### src/rtl/nrs_est_pkg.sv
`default_nettype none
// ============================================================================
// Module      : nrs_est_pkg
// Description : Shared constants and helper for the NRS least-squares
//               estimator: default datapath widths, the 1/sqrt(2) constant,
//               the rounding constant and the sign-select add/sub helper.
// Revision    : 1.0 - initial release
// ============================================================================
package nrs_est_pkg;

   localparam int          NRS_WIDTH = 16;
   localparam int          NRS_FRAC  = 11;
   localparam logic [10:0] NRS_K     = 11'b10110101000;   // 1448/2048
   localparam int          NRS_ROUND = 1 << (NRS_FRAC - 1);

   // Working width of the add/sub helper; callers sign-extend into it and
   // truncate the result back to their own width.
   localparam int          SA_W      = 32;

   // (neg_a ? -a : a) + (neg_b ? -b : b): multiplying by +/-1 reduces to a
   // conditional negate, so no multiplier is needed.
   function automatic logic signed [SA_W-1:0] sign_add(
      input logic                   neg_a,
      input logic signed [SA_W-1:0] a,
      input logic                   neg_b,
      input logic signed [SA_W-1:0] b
   );
      logic signed [SA_W-1:0] ta;
      logic signed [SA_W-1:0] tb;
      ta = neg_a ? -a : a;
      tb = neg_b ? -b : b;
      return ta + tb;
   endfunction

endpackage
`default_nettype wire

### src/rtl/nrs_pingpong_buf.sv
`default_nettype none
// ============================================================================
// Module      : nrs_pingpong_buf
// Description : Two-bank estimate store. One write port, one registered read
//               port into the read bank, per-bank reserved/full flags and the
//               read-bank pointer. With NRS_SYM_AVG_EN defined an extra
//               combinational read port supplies the old value for the
//               averaging read-modify-write.
// Revision    : 1.0 - initial release
// ============================================================================
module nrs_pingpong_buf #(
   parameter int  WIDTH = 16,
   parameter int  DEPTH = 4,
   localparam int AW    = $clog2(DEPTH)
) (
   input  logic                  clk,
   input  logic                  rst,
   input  logic                  flush,
   input  logic                  wr_en,
   input  logic                  wr_bank,
   input  logic [AW-1:0]         wr_addr,
   input  logic signed [WIDTH:0] wr_data_r,
   input  logic signed [WIDTH:0] wr_data_i,
   input  logic                  wr_last,
   input  logic                  rsv_set,
   input  logic                  rsv_bank,
   output logic [1:0]            reserved,
`ifdef NRS_SYM_AVG_EN
   input  logic                  old_bank,
   input  logic [AW-1:0]         old_addr,
   output logic signed [WIDTH:0] old_r,
   output logic signed [WIDTH:0] old_i,
`endif
   input  logic [AW-1:0]         rd_addr,
   input  logic                  rd_done,
   output logic                  est_valid,
   output logic signed [WIDTH:0] rd_data_r,
   output logic signed [WIDTH:0] rd_data_i
);

   logic signed [WIDTH:0] mem_r [2*DEPTH];
   logic signed [WIDTH:0] mem_i [2*DEPTH];
   logic [1:0]            full;
   logic                  rd_bank;
   logic [1:0]            clr_mask;
   logic [1:0]            rsv_mask;
   logic [1:0]            full_mask;

   assign est_valid = full[rd_bank];

`ifdef NRS_SYM_AVG_EN
   assign old_r = mem_r[{old_bank, old_addr}];
   assign old_i = mem_i[{old_bank, old_addr}];
`endif

   // Storage: cleared only by reset, written from the end of the pipeline.
   always_ff @(posedge clk or negedge rst) begin
      if (!rst) begin
         for (int k = 0; k < 2*DEPTH; k++) begin
            mem_r[k] <= '0;
            mem_i[k] <= '0;
         end
      end else if (wr_en) begin
         mem_r[{wr_bank, wr_addr}] <= wr_data_r;
         mem_i[{wr_bank, wr_addr}] <= wr_data_i;
      end
   end

   // Registered read port; flush leaves the last read value in place.
   always_ff @(posedge clk or negedge rst) begin
      if (!rst) begin
         rd_data_r <= '0;
         rd_data_i <= '0;
      end else begin
         rd_data_r <= mem_r[{rd_bank, rd_addr}];
         rd_data_i <= mem_i[{rd_bank, rd_addr}];
      end
   end

   // Per-bank set/clear requests; a release only counts while the bank is full.
   always_comb begin
      clr_mask  = '0;
      rsv_mask  = '0;
      full_mask = '0;
      if (rd_done && full[rd_bank]) clr_mask[rd_bank]  = 1'b1;
      if (rsv_set)                  rsv_mask[rsv_bank] = 1'b1;
      if (wr_en && wr_last)         full_mask[wr_bank] = 1'b1;
   end

   // Bank flags and read pointer; both banks update independently so a
   // release and a completion on opposite banks in one cycle both land.
   always_ff @(posedge clk or negedge rst) begin
      if (!rst) begin
         reserved <= '0;
         full     <= '0;
         rd_bank  <= 1'b0;
      end else if (flush) begin
         reserved <= '0;
         full     <= '0;
         rd_bank  <= 1'b0;
      end else begin
         reserved <= (reserved & ~clr_mask) | rsv_mask;
         full     <= (full & ~clr_mask) | full_mask;
         if (clr_mask != 2'b00) rd_bank <= !rd_bank;
      end
   end

endmodule
`default_nettype wire

### src/rtl/nrs_ls_estimator.sv
`default_nettype none
// ============================================================================
// Module      : nrs_ls_estimator
// Description : Pipelined LS channel estimator for NB-IoT NRS pilots.
//               est = round(rx * conj(nrs)), nrs components +/-1/sqrt(2),
//               stored into a ping-pong buffer of DEPTH estimates per bank.
//               Optional build macro NRS_SYM_AVG_EN: two-symbol averaging,
//               each bank takes two passes and stores the rounded mean.
// Revision    : 1.0 - initial release
// ============================================================================
module nrs_ls_estimator
   import nrs_est_pkg::*;
#(
   parameter int              WIDTH = NRS_WIDTH,
   parameter int              FRAC  = NRS_FRAC,
   parameter logic [FRAC-1:0] K     = NRS_K,
   parameter int              DEPTH = 4,
   localparam int             AW    = $clog2(DEPTH)
) (
   input  logic                    clk,
   input  logic                    rst,
   input  logic                    flush,
   input  logic                    in_valid,
   output logic                    in_ready,
   input  logic signed [WIDTH-1:0] rx_r,
   input  logic signed [WIDTH-1:0] rx_i,
   input  logic                    nrs_r,
   input  logic                    nrs_i,
   output logic                    est_valid,
   input  logic [AW-1:0]           rd_addr,
   output logic signed [WIDTH:0]   rd_data_r,
   output logic signed [WIDTH:0]   rd_data_i,
   input  logic                    rd_done
);

   localparam int                   EW       = WIDTH + 1;
   localparam int                   PW       = WIDTH + FRAC + 2;
   localparam logic [AW-1:0]        LAST_IDX = AW'(DEPTH - 1);
   localparam logic signed [PW-1:0] ROUND    = PW'(1) << (FRAC - 1);

   logic                 accept;
   logic                 cnt_last;
   logic                 bank_done;
   logic [AW-1:0]        in_cnt;
   logic                 in_bank;
   logic [1:0]           reserved;
   logic signed [EW-1:0] sum_r_w;
   logic signed [EW-1:0] sum_i_w;
   logic signed [PW-1:0] k_ext;
   logic signed [EW-1:0] est_r_w;
   logic signed [EW-1:0] est_i_w;
   logic                 s1_valid;
   logic signed [EW-1:0] s1_sum_r;
   logic signed [EW-1:0] s1_sum_i;
   logic [AW-1:0]        s1_addr;
   logic                 s1_bank;
   logic                 s2_valid;
   logic signed [EW-1:0] s2_est_r;
   logic signed [EW-1:0] s2_est_i;
   logic [AW-1:0]        s2_addr;
   logic                 s2_bank;
   logic signed [EW-1:0] wr_data_r;
   logic signed [EW-1:0] wr_data_i;
   logic                 wr_last;
   logic                 wr_en;

   assign in_ready = !reserved[in_bank];
   assign accept   = in_valid && in_ready && !flush;
   assign cnt_last = (in_cnt == LAST_IDX);
   assign wr_en    = s2_valid && !flush;

`ifdef NRS_SYM_AVG_EN
   localparam int AVW = WIDTH + 2;

   logic [1:0]           pass;
   logic                 s1_pass;
   logic                 s2_pass;
   logic signed [EW-1:0] old_r;
   logic signed [EW-1:0] old_i;
   logic signed [EW-1:0] s2_old_r;
   logic signed [EW-1:0] s2_old_i;
   logic signed [AVW-1:0] avg_r;
   logic signed [AVW-1:0] avg_i;

   // A bank is handed over only after its second pass.
   assign bank_done = cnt_last && pass[in_bank];
   assign wr_last   = (s2_addr == LAST_IDX) && s2_pass;

   // Pass bit per bank flips each time that bank's index counter wraps.
   always_ff @(posedge clk or negedge rst) begin
      if (!rst) begin
         pass <= '0;
      end else if (flush) begin
         pass <= '0;
      end else if (accept && cnt_last) begin
         pass[in_bank] <= !pass[in_bank];
      end
   end

   // Averaging in one extra bit so the +1 rounding term cannot overflow.
   always_comb begin
      avg_r     = (AVW'(s2_old_r) + AVW'(s2_est_r) + AVW'(1)) >>> 1;
      avg_i     = (AVW'(s2_old_i) + AVW'(s2_est_i) + AVW'(1)) >>> 1;
      wr_data_r = s2_pass ? EW'(avg_r) : s2_est_r;
      wr_data_i = s2_pass ? EW'(avg_i) : s2_est_i;
   end

   // Side registers carrying the pass flag and the old word through the pipe.
   always_ff @(posedge clk or negedge rst) begin
      if (!rst) begin
         s1_pass  <= 1'b0;
         s2_pass  <= 1'b0;
         s2_old_r <= '0;
         s2_old_i <= '0;
      end else begin
         if (accept) s1_pass <= pass[in_bank];
         s2_pass  <= s1_pass;
         s2_old_r <= old_r;
         s2_old_i <= old_i;
      end
   end
`else
   assign bank_done = cnt_last;
   assign wr_last   = (s2_addr == LAST_IDX);
   assign wr_data_r = s2_est_r;
   assign wr_data_i = s2_est_i;
`endif

   // Write index / bank tracking; DEPTH is a power of two so in_cnt wraps.
   always_ff @(posedge clk or negedge rst) begin
      if (!rst) begin
         in_cnt  <= '0;
         in_bank <= 1'b0;
      end else if (flush) begin
         in_cnt  <= '0;
         in_bank <= 1'b0;
      end else if (accept) begin
         in_cnt <= in_cnt + AW'(1);
         if (bank_done) in_bank <= !in_bank;
      end
   end

   // Conjugate product with +/-1 signs, then scale by K with round-half-up.
   always_comb begin
      sum_r_w = EW'(sign_add(nrs_r, SA_W'(rx_r), nrs_i, SA_W'(rx_i)));
      sum_i_w = EW'(sign_add(nrs_r, SA_W'(rx_i), !nrs_i, SA_W'(rx_r)));
      k_ext   = PW'($signed({1'b0, K}));
      est_r_w = EW'((PW'(s1_sum_r) * k_ext + ROUND) >>> FRAC);
      est_i_w = EW'((PW'(s1_sum_i) * k_ext + ROUND) >>> FRAC);
   end

   // Two-stage pipeline: S1 holds the sums, S2 holds the rounded estimate.
   always_ff @(posedge clk or negedge rst) begin
      if (!rst) begin
         s1_valid <= 1'b0;
         s1_sum_r <= '0;
         s1_sum_i <= '0;
         s1_addr  <= '0;
         s1_bank  <= 1'b0;
         s2_valid <= 1'b0;
         s2_est_r <= '0;
         s2_est_i <= '0;
         s2_addr  <= '0;
         s2_bank  <= 1'b0;
      end else begin
         s1_valid <= accept;
         s2_valid <= s1_valid && !flush;
         if (accept) begin
            s1_sum_r <= sum_r_w;
            s1_sum_i <= sum_i_w;
            s1_addr  <= in_cnt;
            s1_bank  <= in_bank;
         end
         s2_est_r <= est_r_w;
         s2_est_i <= est_i_w;
         s2_addr  <= s1_addr;
         s2_bank  <= s1_bank;
      end
   end

   nrs_pingpong_buf #(
      .WIDTH (WIDTH),
      .DEPTH (DEPTH)
   ) u_buf (
      .clk       (clk),
      .rst       (rst),
      .flush     (flush),
      .wr_en     (wr_en),
      .wr_bank   (s2_bank),
      .wr_addr   (s2_addr),
      .wr_data_r (wr_data_r),
      .wr_data_i (wr_data_i),
      .wr_last   (wr_last),
      .rsv_set   (accept && bank_done),
      .rsv_bank  (in_bank),
      .reserved  (reserved),
`ifdef NRS_SYM_AVG_EN
      .old_bank  (s1_bank),
      .old_addr  (s1_addr),
      .old_r     (old_r),
      .old_i     (old_i),
`endif
      .rd_addr   (rd_addr),
      .rd_done   (rd_done),
      .est_valid (est_valid),
      .rd_data_r (rd_data_r),
      .rd_data_i (rd_data_i)
   );

endmodule
`default_nettype wire

### config.mk
export PLATFORM = sky130hd
export DESIGN_NAME = nrs_ls_estimator
export DESIGN_NICKNAME = d
export VERILOG_FILES = /design/src/rtl/nrs_est_pkg.sv /design/src/rtl/nrs_pingpong_buf.sv /design/src/rtl/nrs_ls_estimator.sv
export SDC_FILE = /design/constraint.sdc
export NUM_CORES = 1
export LEC_CHECK = 0
export CORE_ASPECT_RATIO = 1.4
export CORE_UTILIZATION = 30
export CTS_CLUSTER_DIAMETER = 120
export CTS_CLUSTER_SIZE = 28
export DETAILED_ROUTE_END_ITERATION = 16
export SYNTH_ARGS = -nofsm -noshare
export SYNTH_HDL_FRONTEND = slang
export SYNTH_SLANG_ARGS = --single-unit
### constraint.sdc
create_clock -name clk -period 5.2 [get_ports clk]
set_input_delay 1.04 -clock clk [delete_from_list [all_inputs] [get_ports clk]]
set_output_delay 1.04 -clock clk [all_outputs]
set_load 0.01 [all_outputs]
==> impl_metrics.py, run 1 <==
metrics = {
    "status": {
        "status": "finished, final reports clean",
    },
    "final_layout": {
        "syn2layout_area_growth_pct": 14.76,
        "n_antenna_cell": 0,
        "drive_above_1_share": 0.2663,
        "utilization": 0.3495,
        "final_net_count": 2489,
    },
    "placed_design": {
        "port_buffers": 76,
        "dpl.hpwl_um": 37370,
        "gp_congestion": 0.8433,
    },
    "clock_tree": {
        "tritoncts": "yes",
        "htree_levels": 1,
        "numCtsBuffers": 18,
        "insertion_delay_ps": 540,
        "cts.sinks": 389,
        "hold_buffers": 0,
        "cts_root_buf": "clkbuf_16",
        "clkTransAtPathRegs_ps": 100,
        "clk_path_buf_depth": 3,
    },
    "drt": {
        "wl_per_cell_um": 16.02,
        "drtPass1Iterations": 5,
        "via_per_inst": 4.683,
        "wl_um": 51850,
        "drc": 0,
        "drt_iter0_markers": 690,
        "ant_nets": 0,
        "dr_total_vias": 15154,
    },
    "global_route": {
        "antenna_found_initial": 2,
        "grt_pass1_wl_um": 85590,
        "grt_use_met1": 0.1555,
        "grt-busiest-layer": "met2",
        "first_global_vias": 16436,
        "global_route.usage.met3": 0.01142,
        "grt_start_max_net_pins": 110,
        "use_met2": 0.2376,
        "overflow": 0,
        "grt_util_all_layers": 0.1272,
    },
    "floorplanning": {
        "core_area_um2": 79530,
        "die_height_um": 338.2,
        "die_x_um": 242.1,
        "start_util": 0.3046,
        "rows": 122,
        "io_pins": 77,
        "die_area_um2": 81890,
    },
    "critical_path": {
        "required_ps": 5630,
        "end_kind": "flip-flop",
        "start_kind": "flip-flop",
        "critical_path_class": "reg2reg",
        "cp_data_arrival_time_ps": 5440,
        "crit_fanout": 8,
    },
    "timing": {
        "setup_viol": 0,
        "min_period_ps": 5008,
        "relSlewSlack": 0.4024,
        "period_share": 0.9631,
        "fin_skew_ps": 16.73,
        "tightest_slew_ps": 896.4,
        "fmax_ghz": 0.1997,
        "hold_viol": 0,
        "maxSlewViolCount": 0,
        "rsz0062_at_grt": "yes",
    },
    "hold_path": {
        "hp-class": "reg2reg",
    },
    "synthesis": {
        "synth_cell_types": 62,
        "syn_avg_cell_area_um2": 11.87,
        "yosysWarnings": 0,
        "synth_area_um2": 24220,
        "synth_area_leaders": "dfrtp_1 40%, mux2_2 14%, ha_1 9.2%, fa_1 7.4%, mux4_2 6.3%",
        "synth-seq-cells": 389,
        "postSynth.asyncResetShare": 1.000,
        "synth_flop_cell": "dfrtp_1",
        "synth.most_common_cell": "dfrtp_1",
        "synth_edf_count": 0,
        "synth_area_leader_cell": "dfrtp_1",
        "yosys.area.top_type_share": 0.4019,
        "synth_commonest_cells": "389 x dfrtp_1, 308 x mux2_2, 257 x inv_1",
        "ys_seq_area_frac": 0.4019,
        "syn_inst": 2041,
        "syn_nets": 2350,
    },
    "job": {
        "cap_violations": 0,
    },
}
[layout make-up]
type / count / area (um^2)
clock buffer: 20 / 479.2
clock inverter: 2 / 36.28
inverter: 257 / 964.7
fill: 7698 / 51730
multi-input combinational: 1331 / 13660
timing repair buffer: 183 / 1598
tap: 1054 / 1319
sequential: 389 / 9739
[kinds of logic (layout without fill, tap and decap cells)]
group                      count (synthesis)  after routing  share of synthesized area
AOI/OAI and AO/OA                        181            181                    0.04675
xor gates and xnor gates                 147            147                    0.05372
adders and majority gates                268            268                     0.1663
buffers and inverters                    321            462                    0.05052
DFF                                      389            389                     0.4019
muxes                                    380            380                     0.2081
and+or+nand+nor                          355            355                    0.07268
[final timing paths]
path | slack (ps) | depth (start not counted) | to | startpoint
worst max-delay path | 190 | 21 | s2_est_r[15] | s1_sum_r[8]
worst min-delay path | 390 | 0 | s2_bank | s1_bank
worst max register to register | 190 | 21 | s2_est_r[15] | s1_sum_r[8]
worst min register to register | 390 | 0 | s2_bank | s1_bank
max in group asynchronous | 3490 | 2 | u_buf.mem_r[88] | rst
min in group asynchronous | 540 | 1 | u_buf.mem_r[132] | rst
[per-stage QoR]
step | instance area, um^2 | instances | worst slack (ps) | hold slack [ps] | TNS [ps]
2_1_floorplan | 24220 | 2041 | 8.388 | 353.5 | 0
3_3_place_gp | 26850 | 3207 | -70.32 | 360.3 | -85.89
3_5_place_dp | 26850 | 3207 | -215.3 | 370.4 | -524.4
4_1_cts | 27390 | 3229 | -1.307 | 395.6 | -1.307
5_1_grt | 27800 | 3236 | -104.7 | 411.6 | -183.9
6_report | 27800 | 3236 | 191.7 | 390.6 | 0
[critical path, stage by stage (launching register included)]
cell	delay, ps
dfrtp_1	440
ha_4	260
fa_1	480
inv_1	50
fa_1	470
fa_1	530
inv_2	50
ha_4	210
and4_1	160
a22o_4	290
a21oi_2	110
ha_2	190
nand4_1	180
nor4b_4	310
buf_4	170
o2111ai_4	90
nor4_2	240
buf_4	160
nand4b_1	120
xnor2_1	170
nand2_1	80
xnor2_1	120
[registers in the layout (all words and copies together) (netlist names), 2 cells and up]
signal	cells
s1_sum_i	16
u_buf.mem_i	136
s1_addr	2
u_buf.mem_r	136
u_buf.reserved	2
in_cnt	2
s2_est_r	17
u_buf.full	2
s2_est_i	17
u_buf.rd_data_i	17
s1_sum_r	17
u_buf.rd_data_r	17
s2_addr	2
[layer usage]
layer	routed length, um	vias to the layer above	part of all wire
met4	1065	4	0.021
met2	27110	188	0.52
li1	-	7221	-
met1	22370	7682	0.43
met5	23	-	0.00044
met3	1278	59	0.025
[what timing repair did]
action | 4_1_cts | 5_1_grt
resized for setup | 6 | 63
setup buffers | 0 | 7
pin swaps | 0 | 27
endpoints found under the setup margin | 5 | 12
[cells in the final DEF (no fill, tap or decap), drive strengths merged, types with 5 or more instances in the layout]
cell type      netlist  layout
o21bai               6       6
or3                 23      23
clkdlybuf4s50        0      73
buf                 10     110
nand2              121     121
fa                  90      90
ha                 178     178
xnor2               93      93
and2                 9       9
nor2                68      68
o21ai               67      67
nor2b               12      12
nand2b              26      26
a21o                 9       9
nand4                5       5
and3                11      11
inv                257     259
mux4                68      68
or2                  6       6
nand3               25      25
o21a                 6       6
nor3                20      20
a31oi                8       8
a211oi               7       7
clkbuf              54      20
dfrtp              389     389
xor2                53      53
mux2               308     308
nand3b               6       6
o31ai               12      12
nor3b                7       7
a21oi               37      37
Power of run 1 is left out: the tool's default activity adds up to more than one toggle a clock period on the data nets, which glitch-free logic cannot reach.
==> run 2: changes to the inputs <==
--- a/config.mk
+++ b/config.mk
@@ -5,6 +5,7 @@
 export SDC_FILE = /design/constraint.sdc
 export NUM_CORES = 1
 export LEC_CHECK = 0
+export CAP_MARGIN = 20
 export CORE_ASPECT_RATIO = 1.4
 export CORE_UTILIZATION = 30
 export CTS_CLUSTER_DIAMETER = 120
==> results of run 2 <==
Final layout, timing and power as in run 1 (identical DEF).
Power of run 2 is left out for the same reason.
==> run 3: changes to the inputs <==
--- a/config.mk
+++ b/config.mk
@@ -11,6 +11,7 @@
 export CTS_CLUSTER_DIAMETER = 120
 export CTS_CLUSTER_SIZE = 28
 export DETAILED_ROUTE_END_ITERATION = 16
+export PLACE_DENSITY = 0.43
 export SYNTH_ARGS = -nofsm -noshare
 export SYNTH_HDL_FRONTEND = slang
 export SYNTH_SLANG_ARGS = --single-unit
==> run 3 against run 2 <==
Net effect: critical path depth is the same; worst setup slack gained 86 ps; global-route usage grew 1.1 points; first-iteration DRC count shrank 11%; sequential cell count is the same; highest routed layer is now met4.
==> impl_metrics.py, run 3 (synthesized netlist as in run 1, its figures left out) <==
metrics = {
    "status": {
        "status": "finished, final reports clean",
    },
    "clock_tree": {
        "numCtsBuffers": 19,
        "insertion_delay_ps": 550,
        "cts_root_buf": "clkbuf_16",
        "clkTransAtPathRegs_ps": 100,
        "hold_buffers": 0,
        "tritoncts": "yes",
        "clk_path_buf_depth": 3,
        "cts.sinks": 389,
        "htree_levels": 1,
    },
    "final_layout": {
        "final_cells": 3261,
        "syn2layout_area_growth_pct": 15.41,
        "regArea_um2": 9739,
        "drive_above_1_share": 0.2721,
        "mostFrequentLayoutCells": "385 x dfrtp_1, 308 x mux2_2, 256 x inv_1, 169 x ha_1, 122 x buf_4",
        "finish.instance_area_um2": 27950,
        "reg_top3": "u_buf.mem_i: 136 flops, u_buf.mem_r: 136 flops",
        "mostFrequentLayoutCell": "dfrtp_1",
        "multiInputGateArea_um2": 13600,
        "fillers": 7937,
        "final_net_count": 2511,
    },
    "critical_path": {
        "crit_fanout": 8,
        "crit_slowest_cell": "fa_1",
        "worstPathCellList": "buf_6, ha_1, inv_1, fa_1, inv_1, ha_4, fa_1, ha_1, and4_4, a22o_4, o2111a_1, a211oi_2, nor4b_4, buf_4, o2111ai_4, nor4_2, buf_4, nand4b_1, xnor2_1, nand2_1, xnor2_1",
        "cp.buffers_inverters": 5,
        "required_ps": 5620,
        "cp_data_arrival_time_ps": 5340,
        "cp_top_family": "adder cells",
        "start_kind": "flip-flop",
        "slowest_delay_ps": 490,
        "end_kind": "flip-flop",
        "critical_path_class": "reg2reg",
    },
    "placed_design": {
        "dpl-instance-area_um2": 27050,
        "dpl.hpwl_um": 39590,
        "port_buffers": 76,
        "dpl.cell_count": 3231,
        "gp_congestion": 0.7955,
    },
    "floorplanning": {
        "io_pins": 77,
        "die_x_um": 242.1,
        "rows": 122,
        "start_util": 0.3046,
        "die_area_um2": 81890,
        "core_area_um2": 79530,
        "die_height_um": 338.2,
    },
    "global_route": {
        "grt_util_all_layers": 0.1384,
        "grt_pass1_wl_um": 91290,
        "grt_start_max_net_pins": 110,
        "first_global_vias": 16709,
        "antenna_found_initial": 1,
        "overflow": 0,
    },
    "timing": {
        "min_period_ps": 4923,
        "fmax_ghz": 0.2031,
        "period_share": 0.9467,
        "tightest_slew_ps": 917.4,
        "maxSlewViolCount": 0,
        "setup_viol": 0,
        "hold_viol": 0,
        "relSlewSlack": 0.3884,
        "fin_skew_ps": 22.97,
        "fin_tns_setup_ps": 0,
        "holdWs_ps": 396.4,
    },
    "hold_path": {
        "hp-class": "reg2reg",
    },
    "job": {
        "cap_violations": 0,
    },
    "drt": {
        "wl_um": 55380,
        "dr_total_vias": 15090,
        "drc": 0,
        "wl_per_cell_um": 16.98,
        "via_per_inst": 4.627,
        "ant_nets": 0,
        "met2_length_um": 29180,
        "drt_iter0_markers": 615,
        "drtPass1Iterations": 5,
        "route.met3.wl_um": 1166,
        "topRoutingLayerUsed": "met4",
        "wl_met1_um": 24430,
    },
}
==> run 3: cell count changes in the layout (fill, tap and decap cells not counted), sizes merged <==
cell | before | now
buf | 110 | 131
diode | 0 | 2
clkinv | 0 | 1
inv | 259 | 260
==> run 3: final timing paths <==
path                             startpoint              end  slack (ps)  cells past startpoint
worst max register to register  s1_sum_r[6]     s2_est_r[15]         280                     21
max in group asynchronous               rst  u_buf.mem_r[60]        3640                      2
worst max-delay path            s1_sum_r[6]     s2_est_r[15]         280                     21
worst min-delay path             s1_addr[0]       s2_addr[0]         400                      0
worst min register to register   s1_addr[0]       s2_addr[0]         400                      0
min in group asynchronous               rst     s1_sum_r[12]         510                      1
==> run 3: per-layer routing <==
metal / vias up / global-route usage
met5: - / 0
met4: 0 / 0.02189
met3: 30 / 0.01229
met2: 129 / 0.2596
met1: 7666 / 0.1732
li1: 7265 / -
==> run 3: worst reg2reg max path: cells and delay by family, from the launching register on <==
kind                     cells  cell delay, ps
adder cells (fa/ha/maj)      5            1770
AO/OA/AOI/OAI                4             940
AND/OR/NAND/NOR              5             780
buffers and inverters        5             590
flip-flops                   1             430
XOR/XNOR                     2             290
==> run 3: final cells by class <==
type                       count  area share
antenna                        2   0.0001790
clock buffer                  20     0.01714
clock inverter                 4    0.002417
inverter                     257     0.03451
multi-input combinational   1331      0.4865
sequential                   389      0.3484
tap                         1054     0.04718
timing repair buffer         204     0.06369
==> run 3: what timing repair did <==
action,in CTS,in global routing
buffers inserted,2,3
setup endpoints to repair,3,11
pin swaps,2,25
hold endpoints to repair,0,0
resized for setup,11,50
==> run 3: stage by stage <==
stage          utilization  setup slack, ps
6_report            0.3515            277.4
4_1_cts             0.3478           0.3477
3_5_place_dp        0.3401           -152.0
3_3_place_gp        0.3401           -106.6
5_1_grt             0.3514           -25.57
2_1_floorplan            -            8.388
Power of run 3 is left out for the same reason.
